`config.mk`:
```
export PLATFORM = sky130hd
export DESIGN_NAME = chip8_scanout_flat
export DESIGN_NICKNAME = d
export VERILOG_FILES = /design/src/rtl/chip8_scanout_if.sv /design/src/rtl/chip8_scanout.sv /design/src/flat_wrapper.sv
export SDC_FILE = /design/constraint.sdc
export NUM_CORES = 1
export LEC_CHECK = 0
export CELL_PAD_IN_SITES_DETAIL_PLACEMENT = 1
export CELL_PAD_IN_SITES_GLOBAL_PLACEMENT = 1
export CORE_MARGIN = 2
export CORE_UTILIZATION = 36
export DETAILED_ROUTE_END_ITERATION = 10
export GPL_TIMING_DRIVEN = 0
export PLACE_DENSITY = 0.74
export SKIP_CTS_REPAIR_TIMING = 1
export SYNTH_ARGS = -nofsm -noshare
export SYNTH_HDL_FRONTEND = slang
export SYNTH_SLANG_ARGS = --single-unit
export TNS_END_PERCENT = 10
```
`constraint.sdc`:
```
create_clock -name clk -period 1.91 [get_ports clk]
set_clock_uncertainty 0.2 [all_clocks]
set_input_delay 0.2865 -clock clk [delete_from_list [all_inputs] [get_ports clk]]
set_output_delay 0.2865 -clock clk [all_outputs]
set_load 0.02 [all_outputs]
```
`src/rtl/chip8_scanout_if.sv`:
```
// VRAM read port between chip8_scanout (master) and the CHIP-8 framebuffer RAM (slave).
// The pixel is returned one clk after the address is presented.
interface chip8_scanout_if;
    logic [6:0] vram_rd_hpos;
    logic [5:0] vram_rd_vpos;
    logic [1:0] vram_rd_pixel;

    modport master (
        output vram_rd_hpos,
        output vram_rd_vpos,
        input  vram_rd_pixel
    );

    modport slave (
        input  vram_rd_hpos,
        input  vram_rd_vpos,
        output vram_rd_pixel
    );
endinterface

```
`src/rtl/chip8_scanout.sv`:
```
// 640x480@60 VGA scanout of the CHIP-8 framebuffer, scaled into a 512x256 centred window.
// Optional macro SCANOUT_BORDER_EN paints the visible border with BORDER_RGB instead of black.
module chip8_scanout #(
    parameter logic [11:0] FG_RGB = 12'hFFF,
    parameter logic [11:0] BG_RGB = 12'h000
`ifdef SCANOUT_BORDER_EN
    ,
    parameter logic [11:0] BORDER_RGB = 12'h00F
`endif
) (
    input  logic                   clk,
    input  logic                   rst_n,
    input  logic                   hires,
    chip8_scanout_if.master        vram,
    output logic                   hsync,
    output logic                   vsync,
    output logic                   active,
    output logic [11:0]            rgb
);

    localparam logic [9:0] H_LAST    = 10'd799;
    localparam logic [9:0] V_LAST    = 10'd524;
    localparam logic [9:0] H_VISIBLE = 10'd640;
    localparam logic [9:0] V_VISIBLE = 10'd480;
    localparam logic [9:0] HS_FIRST  = 10'd656;
    localparam logic [9:0] HS_LAST   = 10'd751;
    localparam logic [9:0] VS_FIRST  = 10'd490;
    localparam logic [9:0] VS_LAST   = 10'd491;
    localparam logic [9:0] WIN_X0    = 10'd64;
    localparam logic [9:0] WIN_X1    = 10'd575;
    localparam logic [9:0] WIN_Y0    = 10'd112;
    localparam logic [9:0] WIN_Y1    = 10'd367;
    localparam logic [9:0] MODE_LINE = 10'd480;

    // Half-intensity colour for the two intermediate SCHIP plane values.
    localparam logic [4:0] MID_R = ({1'b0, FG_RGB[11:8]} + {1'b0, BG_RGB[11:8]}) >> 1;
    localparam logic [4:0] MID_G = ({1'b0, FG_RGB[7:4]}  + {1'b0, BG_RGB[7:4]})  >> 1;
    localparam logic [4:0] MID_B = ({1'b0, FG_RGB[3:0]}  + {1'b0, BG_RGB[3:0]})  >> 1;
    localparam logic [11:0] MID_RGB = {MID_R[3:0], MID_G[3:0], MID_B[3:0]};

`ifdef SCANOUT_BORDER_EN
    localparam logic [11:0] BORDER_COLOUR = BORDER_RGB;
`else
    localparam logic [11:0] BORDER_COLOUR = 12'h000;
`endif

    logic [9:0]  hcnt;
    logic [9:0]  vcnt;
    logic        mode_q;
    logic [9:0]  hx;
    logic [9:0]  vy;
    logic        vis_0;
    logic        hs_0;
    logic        vs_0;
    logic        win_0;
    logic        win_1;
    logic        act_1;
    logic        hs_1;
    logic        vs_1;
    logic [11:0] pix_rgb;

    always_ff @(posedge clk or negedge rst_n) begin
        if (!rst_n) begin
            hcnt <= '0;
            vcnt <= '0;
        end else if (hcnt == H_LAST) begin
            hcnt <= '0;
            vcnt <= (vcnt == V_LAST) ? 10'd0 : vcnt + 10'd1;
        end else begin
            hcnt <= hcnt + 10'd1;
        end
    end

    // Mode is sampled once per frame in vertical blanking so a frame never mixes resolutions.
    always_ff @(posedge clk or negedge rst_n) begin
        if (!rst_n) begin
            mode_q <= 1'b0;
        end else if (hcnt == 10'd0 && vcnt == MODE_LINE) begin
            mode_q <= hires;
        end
    end

    always_comb begin
        vis_0 = (hcnt < H_VISIBLE) && (vcnt < V_VISIBLE);
        hs_0  = (hcnt >= HS_FIRST) && (hcnt <= HS_LAST);
        vs_0  = (vcnt >= VS_FIRST) && (vcnt <= VS_LAST);
        win_0 = (hcnt >= WIN_X0) && (hcnt <= WIN_X1) &&
                (vcnt >= WIN_Y0) && (vcnt <= WIN_Y1);
        hx    = hcnt - WIN_X0;
        vy    = vcnt - WIN_Y0;
    end

    // Each VRAM pixel covers 4x4 screen pixels in hires and 8x8 in lores.
    always_comb begin
        vram.vram_rd_hpos = '0;
        vram.vram_rd_vpos = '0;
        if (win_0) begin
            if (mode_q) begin
                vram.vram_rd_hpos = 7'(hx >> 2);
                vram.vram_rd_vpos = 6'(vy >> 2);
            end else begin
                vram.vram_rd_hpos = 7'(hx >> 3);
                vram.vram_rd_vpos = 6'(vy >> 3);
            end
        end
    end

    always_ff @(posedge clk or negedge rst_n) begin
        if (!rst_n) begin
            win_1 <= 1'b0;
            act_1 <= 1'b0;
            hs_1  <= 1'b0;
            vs_1  <= 1'b0;
        end else begin
            win_1 <= win_0;
            act_1 <= vis_0;
            hs_1  <= hs_0;
            vs_1  <= vs_0;
        end
    end

    always_comb begin
        pix_rgb = BORDER_COLOUR;
        if (win_1) begin
            case (vram.vram_rd_pixel)
                2'd0:    pix_rgb = BG_RGB;
                2'd3:    pix_rgb = FG_RGB;
                default: pix_rgb = MID_RGB;
            endcase
        end
    end

    // Syncs and active are re-registered here so they stay aligned with rgb.
    always_ff @(posedge clk or negedge rst_n) begin
        if (!rst_n) begin
            active <= 1'b0;
            hsync  <= 1'b0;
            vsync  <= 1'b0;
            rgb    <= '0;
        end else begin
            active <= act_1;
            hsync  <= hs_1;
            vsync  <= vs_1;
            rgb    <= act_1 ? pix_rgb : 12'h000;
        end
    end

endmodule

```
`src/flat_wrapper.sv`:
```
// flat-port wrapper written by rule: the top's interface ports become plain ports
module chip8_scanout_flat 
#(
    parameter logic [11:0] FG_RGB = 12'hFFF,
    parameter logic [11:0] BG_RGB = 12'h000

)
  (clk, rst_n, hires, hsync, vsync, active, rgb, vram_vram_rd_hpos, vram_vram_rd_vpos, vram_vram_rd_pixel);
  chip8_scanout_if vram_i ();
  input  logic clk;
  input  logic rst_n;
  input  logic hires;
  output logic hsync;
  output logic vsync;
  output logic active;
  output logic [11:0] rgb;
  output wire logic [$bits(vram_i.vram_rd_hpos)-1:0] vram_vram_rd_hpos;
  output wire logic [$bits(vram_i.vram_rd_vpos)-1:0] vram_vram_rd_vpos;
  input wire logic [$bits(vram_i.vram_rd_pixel)-1:0] vram_vram_rd_pixel;
  assign vram_vram_rd_hpos = vram_i.vram_rd_hpos;
  assign vram_vram_rd_vpos = vram_i.vram_rd_vpos;
  assign vram_i.vram_rd_pixel = vram_vram_rd_pixel;
  chip8_scanout #(.FG_RGB(FG_RGB), .BG_RGB(BG_RGB)) u_core (.clk(clk), .rst_n(rst_n), .hires(hires), .vram(vram_i), .hsync(hsync), .vsync(vsync), .active(active), .rgb(rgb));
endmodule
```
# Word level (Yosys, flattened, before mapping)
# Index checks and enable logic that the tools add are counted.
# word_totals
regBits,40
word_cells,47
# op_classes
order_cmp,10
muxes,9
n_reduce_logical,9
addsub,4
n_eq_ne,4
# op_table
operator,n
$mux W12,2
$pmux W12 S2,1
$add A10 B1 Y10 const B,2
$eq A10 B10 Y1 const B,2
$ge A10 B7 Y1 const B,2
$le A10 B10 Y1 const B,2
$le A10 B9 Y1 const B,2
$mux W10,2
$mux W7,2
$mux W6,2
$eq A10 B9 Y1 const B,1
$ge A10 B10 Y1 const B,1
$ge A10 B9 Y1 const B,1
$logic_not A10 Y1,1
$lt A10 B10 Y1 const B,1
$lt A10 B9 Y1 const B,1
$sub A10 B7 Y10 const B,1
$sub A9 B7 Y9 const B,1
$logic_and A1 B1 Y1,7
$eq A2 B2 Y1 const B,1
$logic_not A2 Y1,1

# Logic depth before layout (Yosys ltp)
# Gate-level depths: netlist of the first run.
# logic_depth
word_depth,5
ltp_mapped,7
ltp_nobuf,6

# Worst setup path before layout of the first run
# No wires, ideal clock.
# synth_path
path_type,reg-to-output
start,register u_core.hcnt[6]
end,output port vram_vram_rd_hpos[4]
t_required_ns,1.424
arrival_time_ns,1.791
setup_slack_ns,-0.367
n_path_buf,0
stages_incl_launch_ff,7
path_cell_list,dfrtp_1 > inv_1 > ha_1 > or3b_1 > a31o_1 > nand4_2 > a211oi_1
# synth_via
elab_chain_len,5
word_cells_on_any_way,8
cone_classes,add/sub (1); order compare (2); mux (2); reduce/logical (3)
# synth_rtl
element,line_no,text
from (decl),chip8_scanout.sv:47,logic [9:0] hcnt;
from (signal assigned),chip8_scanout.sv:70,hcnt <= hcnt + 10'd1;
$ge A10 B7 Y1 or $le A10 B10 Y1 (tied branches),chip8_scanout.sv:87,win_0 = (hcnt >= WIN_X0) && (hcnt <= WIN_X1) &&
$logic_and A1 B1 Y1 (2 in series),chip8_scanout.sv:87,
$logic_and A1 B1 Y1,chip8_scanout.sv:88,(vcnt >= WIN_Y0) && (vcnt <= WIN_Y1);
$mux W7 *,chip8_scanout.sv:97,if (win_0) begin
to (decl),flat_wrapper.sv:17,output wire logic [$bits(vram_i.vram_rd_hpos)-1:0] vram_vram_rd_hpos;
# Every way passes the cells marked *; elsewhere a longest branch is shown, timed or not.

# Final worst setup path of the first run
# layout_path
start,register u_core.vcnt[4]
end,output port vram_vram_rd_hpos[6]
# layout_via
elab_chain_len,4
word_cells_on_any_way,5
cone_classes,order compare (2); mux (1); reduce/logical (2)
# layout_rtl
element,line_no,text
from (decl),chip8_scanout.sv:48,logic [9:0] vcnt;
from (signal assigned),chip8_scanout.sv:68,vcnt <= (vcnt == V_LAST) ? 10'd0 : vcnt + 10'd1;
$ge A10 B7 Y1,chip8_scanout.sv:88,
$logic_and A1 B1 Y1,chip8_scanout.sv:87,
$logic_and A1 B1 Y1 *,chip8_scanout.sv:88,
$mux W7 *,chip8_scanout.sv:97,
# Marked as above.

==> results.yml, run 1 <==
sta:
  period_needed_ns: 2.622
  setup_viol: 20
  worst_pin_slew_ns: 0.7399
  finalHoldViolations: 0
  min_period_over_period_pct: 137.3
  hold_ws_ns: 0.1534
  slew_viol_final: 0
  fmax_mhz: 381.4
  rsz0062_at_grt: "yes"
  maxSlewHeadroom_pct: 50.67
  finalWorstSetupSlack_ns: -0.7119
floorplanning:
  die_x_um: 78.81
  rows: 27
  chipHeight_um: 78.81
  pin_count: 33
  die_area_mm2: 0.006210
  initial_core_util_pct: 37.04
  core-area_mm2: 0.005439
worst_setup_path:
  crit_fanout: 6
  cp-start-kind: "register"
  crit_arrival_ns: 2.14
  endpoint_kind: "primary output"
  required_ns: 1.42
  crit_type: "register to primary output"
power:
  p_int_uw: 941.6
  power_frac_comb_pct: 3.7
  p_clk_share_pct: 44.2
  p_sw_share_pct: 23.09
  power_uw: 1224
  powerDensity_mw_per_mm2: 419.0
  ir_worst_vdd_mv: 0.2918
  seqPwrFrac_pct: 52.1
  leakage_uw: 0.001276
  p_switching_uw: 282.6
global_routing:
  grt_usage_pct: 18.51
  grt_pass1_wl_mm: 8.976
  grt.overflow.total: 0
  grt_max_degree: 31
  grt_pass1_vias: 1795
  antenna_found_initial: 0
route:
  avgRoutedWirePerCell_um: 16.26
  drt.antenna.violating_nets: 0
  viasPerCell: 5.214
  dr_total_vias: 1830
  firstDrtPassIters: 4
  drt-total-wl_mm: 5.706
  drc: 0
  drtIter0Drc: 81
final_layout:
  multiInputGateArea_mm2: 0.001284
  antenna_cells: 0
  drive_gt1_share_pct: 39.78
  fillers: 609
  seqCellArea_um2: 759.5
  top_regs: "u_core.hcnt: 10 flops, u_core.vcnt: 10 flops, u_core.rgb: 2 flops"
  area_growth_pct: 45.03
  fin_nets: 295
min_path:
  min_path_type: "register to register"
clock_network:
  cts.sink_count: 30
  cts_tree: "done"
  root_buffer: "clkbuf_8"
  ctsHtreeMaxLevel: 2
  cts_buffers: 5
  path_clk_slew_ns: 0.07
  clock_latency_ns: 0.28
  clk_path_buf_depth: 2
synthesis:
  syn_area_per_cell_um2: 9.241
  ys.flop_type: "dfrtp_1"
  syn_inst: 218
  ys_ff_latch: 30
  async_reset_ff_share_pct: 100.0
  seq_area_frac_synth_pct: 37.27
  syn_area_mm2: 0.002014
  synth-edff-count: 0
  synth_nets: 235
  yosysWarnings: 0
  ys_types: 50
placement:
  gp_congestion: 0.8062
  dp_hpwl_mm: 3.810
  io_buffer_count: 32
run_status:
  status: "finished with violations"
  violations: "negative setup slack"
run:
  cap_viol_max_count: 0
-- layout by cell type, fill, tap and decap left out, types with 3 or more instances in the layout --
cell type and count:
dfrtp_1 23, a211oi_2 3, buf_4 38, inv_1 7
nor3b_1 3, ha_4 5, mux2i_1 6, nor2_4 9
inv_4 3, nand3_1 9, nor2_1 12, nor2b_1 5
dfrtp_2 7, nand4_1 4, ha_1 6, clkbuf_1 5
a21oi_1 10, a21o_1 3, o21ai_0 12, buf_6 14
nand2_1 12, clkbuf_8 6, xor2_1 6, buf_2 5
clkdlybuf4s50_1 10, xnor2_1 4
-- Yosys cell counts, types with 2 or more instances --
master	instances	share of area, %
dfrtp_1	30	37
nor2_1	22	4.1
o21ai_0	15	3.7
ha_1	12	7.5
nand2_1	12	2.2
buf_4	11	4.1
a21oi_1	10	2.5
inv_1	10	1.9
nand3_1	9	2.2
a211oi_1	6	2.2
mux2i_1	6	3.0
xor2_1	6	2.6
buf_2	5	1.2
nor2b_1	5	1.6
clkbuf_1	4	0.75
nand4_1	4	1.2
xnor2_1	4	1.7
a21o_1	3	1.1
buf_6	3	1.7
nor3b_1	3	1.1
a22o_1	2	0.87
a31oi_1	2	0.62
and2_1	2	0.62
and3_1	2	0.62
nand4b_1	2	0.87
nor3_1	2	0.50
o211ai_1	2	0.75
or3_1	2	0.62
-- critical path, cell delays in order (launching register included) --
cell	delay, ns
dfrtp_2	0.48
inv_4	0.11
ha_4	0.15
nand3b_1	0.08
o211ai_1	0.25
nand4_4	0.26
clkbuf_16	0.26
a31oi_4	0.14
buf_6	0.13
-- cells by family after synthesis --
group                    after synthesis  synth area share, %
AND/OR/NAND/NOR                       80                23.29
AO/OA/AOI/OAI                         45                14.29
buffers and inverters                 34                9.813
flip-flops                            30                37.27
adder cells (fa/ha/maj)               12                7.453
XOR/XNOR                              10                4.348
multiplexers                           7                3.540
-- path summary, 6_finish.rpt --
check                                                 from                          to  slack (ns)  cells past startpoint
worst max-delay path            u_core.vcnt[4]$_DFFE_PN0N_        vram_vram_rd_hpos[6]       -0.71                      8
worst min-delay path                 u_core.hs_1$_DFF_PN0_      u_core.hsync$_DFF_PN0_        0.15                      0
worst max register to register    u_core.hcnt[6]$_DFF_PN0_  u_core.vcnt[9]$_DFFE_PN0N_       -0.18                      6
worst min register to register       u_core.hs_1$_DFF_PN0_      u_core.hsync$_DFF_PN0_        0.15                      0
max in group asynchronous                            rst_n  u_core.vcnt[5]$_DFFE_PN0N_        0.58                      2
min in group asynchronous                            rst_n    u_core.hcnt[3]$_DFF_PN0_        0.40                      2
-- power groups by stage --
stage	sequential (uW)	clock [uW]	combinational [uW]
after floorplan	650	0	18.8
after global placement	650	0	43.9
after detailed placement	650	0	44.2
after CTS	638	551	44.6
after global routing	637	578	50.4
final	638	542	44.7
-- per-stage QoR --
stage	setup TNS [ns]	cells	util [%]	instance area, um2	worst slack, ns
2_1_floorplan	-2.780	218	-	2180	-0.2169
3_3_place_gp	-22.60	322	47.62	2590	-0.9488
3_5_place_dp	-14.24	322	47.53	2585	-0.9477
4_1_cts	-19.90	330	49.21	2676	-1.265
5_1_grt	-11.33	351	53.72	2922	-0.8262
6_report	-9.218	351	53.72	2922	-0.7119
-- area by class of cell --
cell class,instances,share of cell area [%]
multi-input combinational,154,43.94
sequential,30,26.00
clock buffer,7,2.955
inverter,10,1.542
clock inverter,1,0.1713
tap,72,3.084
timing repair buffer,53,16.32
buffer,24,5.996
-- per-layer routing --
layer,vias up,track usage (%),share of wire [%]
met4,0,4.737,1.2
met1,905,24.84,47
li1,876,-,-
met5,-,0,0
met3,7,3.750,4.5
met2,42,30.51,47
Power figures use the tool's default switching activity.
==> run 2: changes to the inputs <==
CTS_BUF_LIST = sky130_fd_sc_hd__clkbuf_4 sky130_fd_sc_hd__clkbuf_8   (was unset)
==> run 2 against run 1 <==
Against the previous run:
- sequential share of layout area about the same
- global-route usage unchanged
- highest routed layer unchanged
- critical path depth unchanged
- critical path type unchanged
- the flow still finishes with violations (negative setup slack)
- routed wire length down 0.18%
==> results.yml, run 2 (same netlist as run 1, synthesis figures left out) <==
power:
  ir_worst_vdd_mv: 0.2918
  powerDensity_mw_per_mm2: 422.0
  power_uw: 1234
  leakage_uw: 0.001279
final_layout:
  fillers: 608
  stdcell_count: 351
  seqCellArea_um2: 759.5
  top_regs: "u_core.hcnt: 10 flops, u_core.vcnt: 10 flops, u_core.rgb: 2 flops"
  mostFrequentLayoutCell: "buf_4"
  multiInputGateArea_mm2: 0.001284
  fin_nets: 295
  drive_gt1_share_pct: 40.14
  design_area_mm2: 0.002925
  area_growth_pct: 45.22
  antenna_cells: 0
  final_cell_mix: "buf_4 (38), dfrtp_1 (23), buf_6 (14)"
sta:
  min_period_over_period_pct: 137.2
  finalWorstSetupSlack_ns: -0.7113
  maxSlewHeadroom_pct: 50.77
  rsz0062_at_grt: "yes"
  finalHoldViolations: 0
  fmax_mhz: 381.5
  slew_viol_final: 0
  setup_viol: 20
  period_needed_ns: 2.621
  worst_pin_slew_ns: 0.7385
worst_setup_path:
  endpoint_kind: "primary output"
  rrSetupSlack_ns: -0.18
  rr_startpoint: "u_core.hcnt[6]$_DFF_PN0_"
  critPathBufInv: 3
  crit_type: "register to primary output"
  cp_cell_sequence: "inv_4 > ha_4 > nand3b_1 > o211ai_1 > nand4_4 > clkbuf_16 > a31oi_4 > buf_6"
  required_ns: 1.42
  max_stage_delay_ns: 0.48
  crit_fanout: 6
  cp-start-kind: "register"
  cp_top_family: "buffers and inverters"
  reg2reg_to: "u_core.vcnt[9]$_DFFE_PN0N_"
  cp_slowest_cell: "dfrtp_2"
  reg2reg_depth: 6
  crit_arrival_ns: 2.13
min_path:
  hold_depth: 0
  worstHoldEndpoint: "u_core.vsync$_DFF_PN0_"
  min_path_type: "register to register"
  min_from: "u_core.vs_1$_DFF_PN0_"
global_routing:
  antenna_found_initial: 0
  grt_max_degree: 31
  grt_pass1_wl_mm: 8.976
  grt_usage_pct: 18.51
  grt_pass1_vias: 1795
  grt.overflow.total: 0
route:
  drc: 0
  viasPerCell: 5.205
  drt-total-wl_mm: 5.696
  avgRoutedWirePerCell_um: 16.23
  drtIter0Drc: 78
  firstDrtPassIters: 4
  drt.antenna.violating_nets: 0
  dr_total_vias: 1827
floorplanning:
  chipHeight_um: 78.81
  die_area_mm2: 0.006210
  pin_count: 33
  die_x_um: 78.81
  initial_core_util_pct: 37.04
  rows: 27
  core-area_mm2: 0.005439
placement:
  place_area_mm2: 0.002585
  dp_worst_setup_slack_ns: -0.9477
  dp_hpwl_mm: 3.810
  placedCellCount: 322
  io_buffer_count: 32
  gp_congestion: 0.8062
clock_network:
  cts_tree: "done"
  ctsHtreeMaxLevel: 2
  clk_path_buf_depth: 2
  root_buffer: "clkbuf_8"
  cts.sink_count: 30
  clock_latency_ns: 0.28
  path_clk_slew_ns: 0.07
  cts_buffers: 5
run:
  cap_viol_max_count: 0
run_status:
  status: "finished with violations"
  violations: "negative setup slack"
==> run 2: cell counts in the layout (fill, tap and decap cells not counted) <==
Identical to the previous run, type by type.
==> run 2: per-stage QoR <==
| stage | hold slack [ns] | TNS (ns) | utilization, % |
|---|---|---|---|
| 6_report | 0.1523 | -9.204 | 53.78 |
| 5_1_grt | 0.1550 | -11.33 | 53.78 |
| 4_1_cts | -0.1144 | -19.91 | 49.28 |
| 3_5_place_dp | 0.1419 | -14.24 | 47.53 |
| 3_3_place_gp | 0.1344 | -22.60 | 47.62 |
| 2_1_floorplan | -0.2091 | -2.780 | - |
==> run 2: worst max-delay path by stage <==
| stage | depth (start not counted) | start | end |
|---|---|---|---|
| after floorplan | 7 | u_core.hcnt[6]$_DFF_PN0_ | vram_vram_rd_hpos[6] |
| after global placement | 7 | u_core.vcnt[1]$_DFFE_PN0N_ | vram_vram_rd_hpos[6] |
| after detailed placement | 7 | u_core.vcnt[1]$_DFFE_PN0N_ | vram_vram_rd_hpos[6] |
| after CTS | 7 | u_core.vcnt[1]$_DFFE_PN0N_ | vram_vram_rd_hpos[6] |
| after global routing | 8 | u_core.vcnt[4]$_DFFE_PN0N_ | vram_vram_rd_hpos[6] |
| final | 8 | u_core.vcnt[4]$_DFFE_PN0N_ | vram_vram_rd_hpos[6] |
==> run 2: power breakdown <==
part | switching (uW) | leakage [uW] | internal [uW]
Clock | 247 | 0.0000517 | 305
Sequential | 1.59 | 0.000380 | 636
Combinational | 29.7 | 0.000847 | 14.9
==> run 2: routing by layer <==
| metal | vias to the layer above | track usage (%) | routed length [um] |
|---|---|---|---|
| li1 | 877 | - | - |
| met1 | 899 | 24.84 | 2667 |
| met2 | 43 | 30.51 | 2693 |
| met3 | 8 | 3.750 | 263 |
| met4 | 0 | 4.737 | 72 |
| met5 | - | 0 | 0 |
==> run 2: area by class of cell <==
class,count,share of cell area (%)
clock buffers,7,3.080
well taps,72,3.080
flip-flops and latches,30,25.96
clock inverters,1,0.1711
multi-input cells,154,43.88
repair buffers,53,16.30
inverters,10,1.540
plain buffers,24,5.988
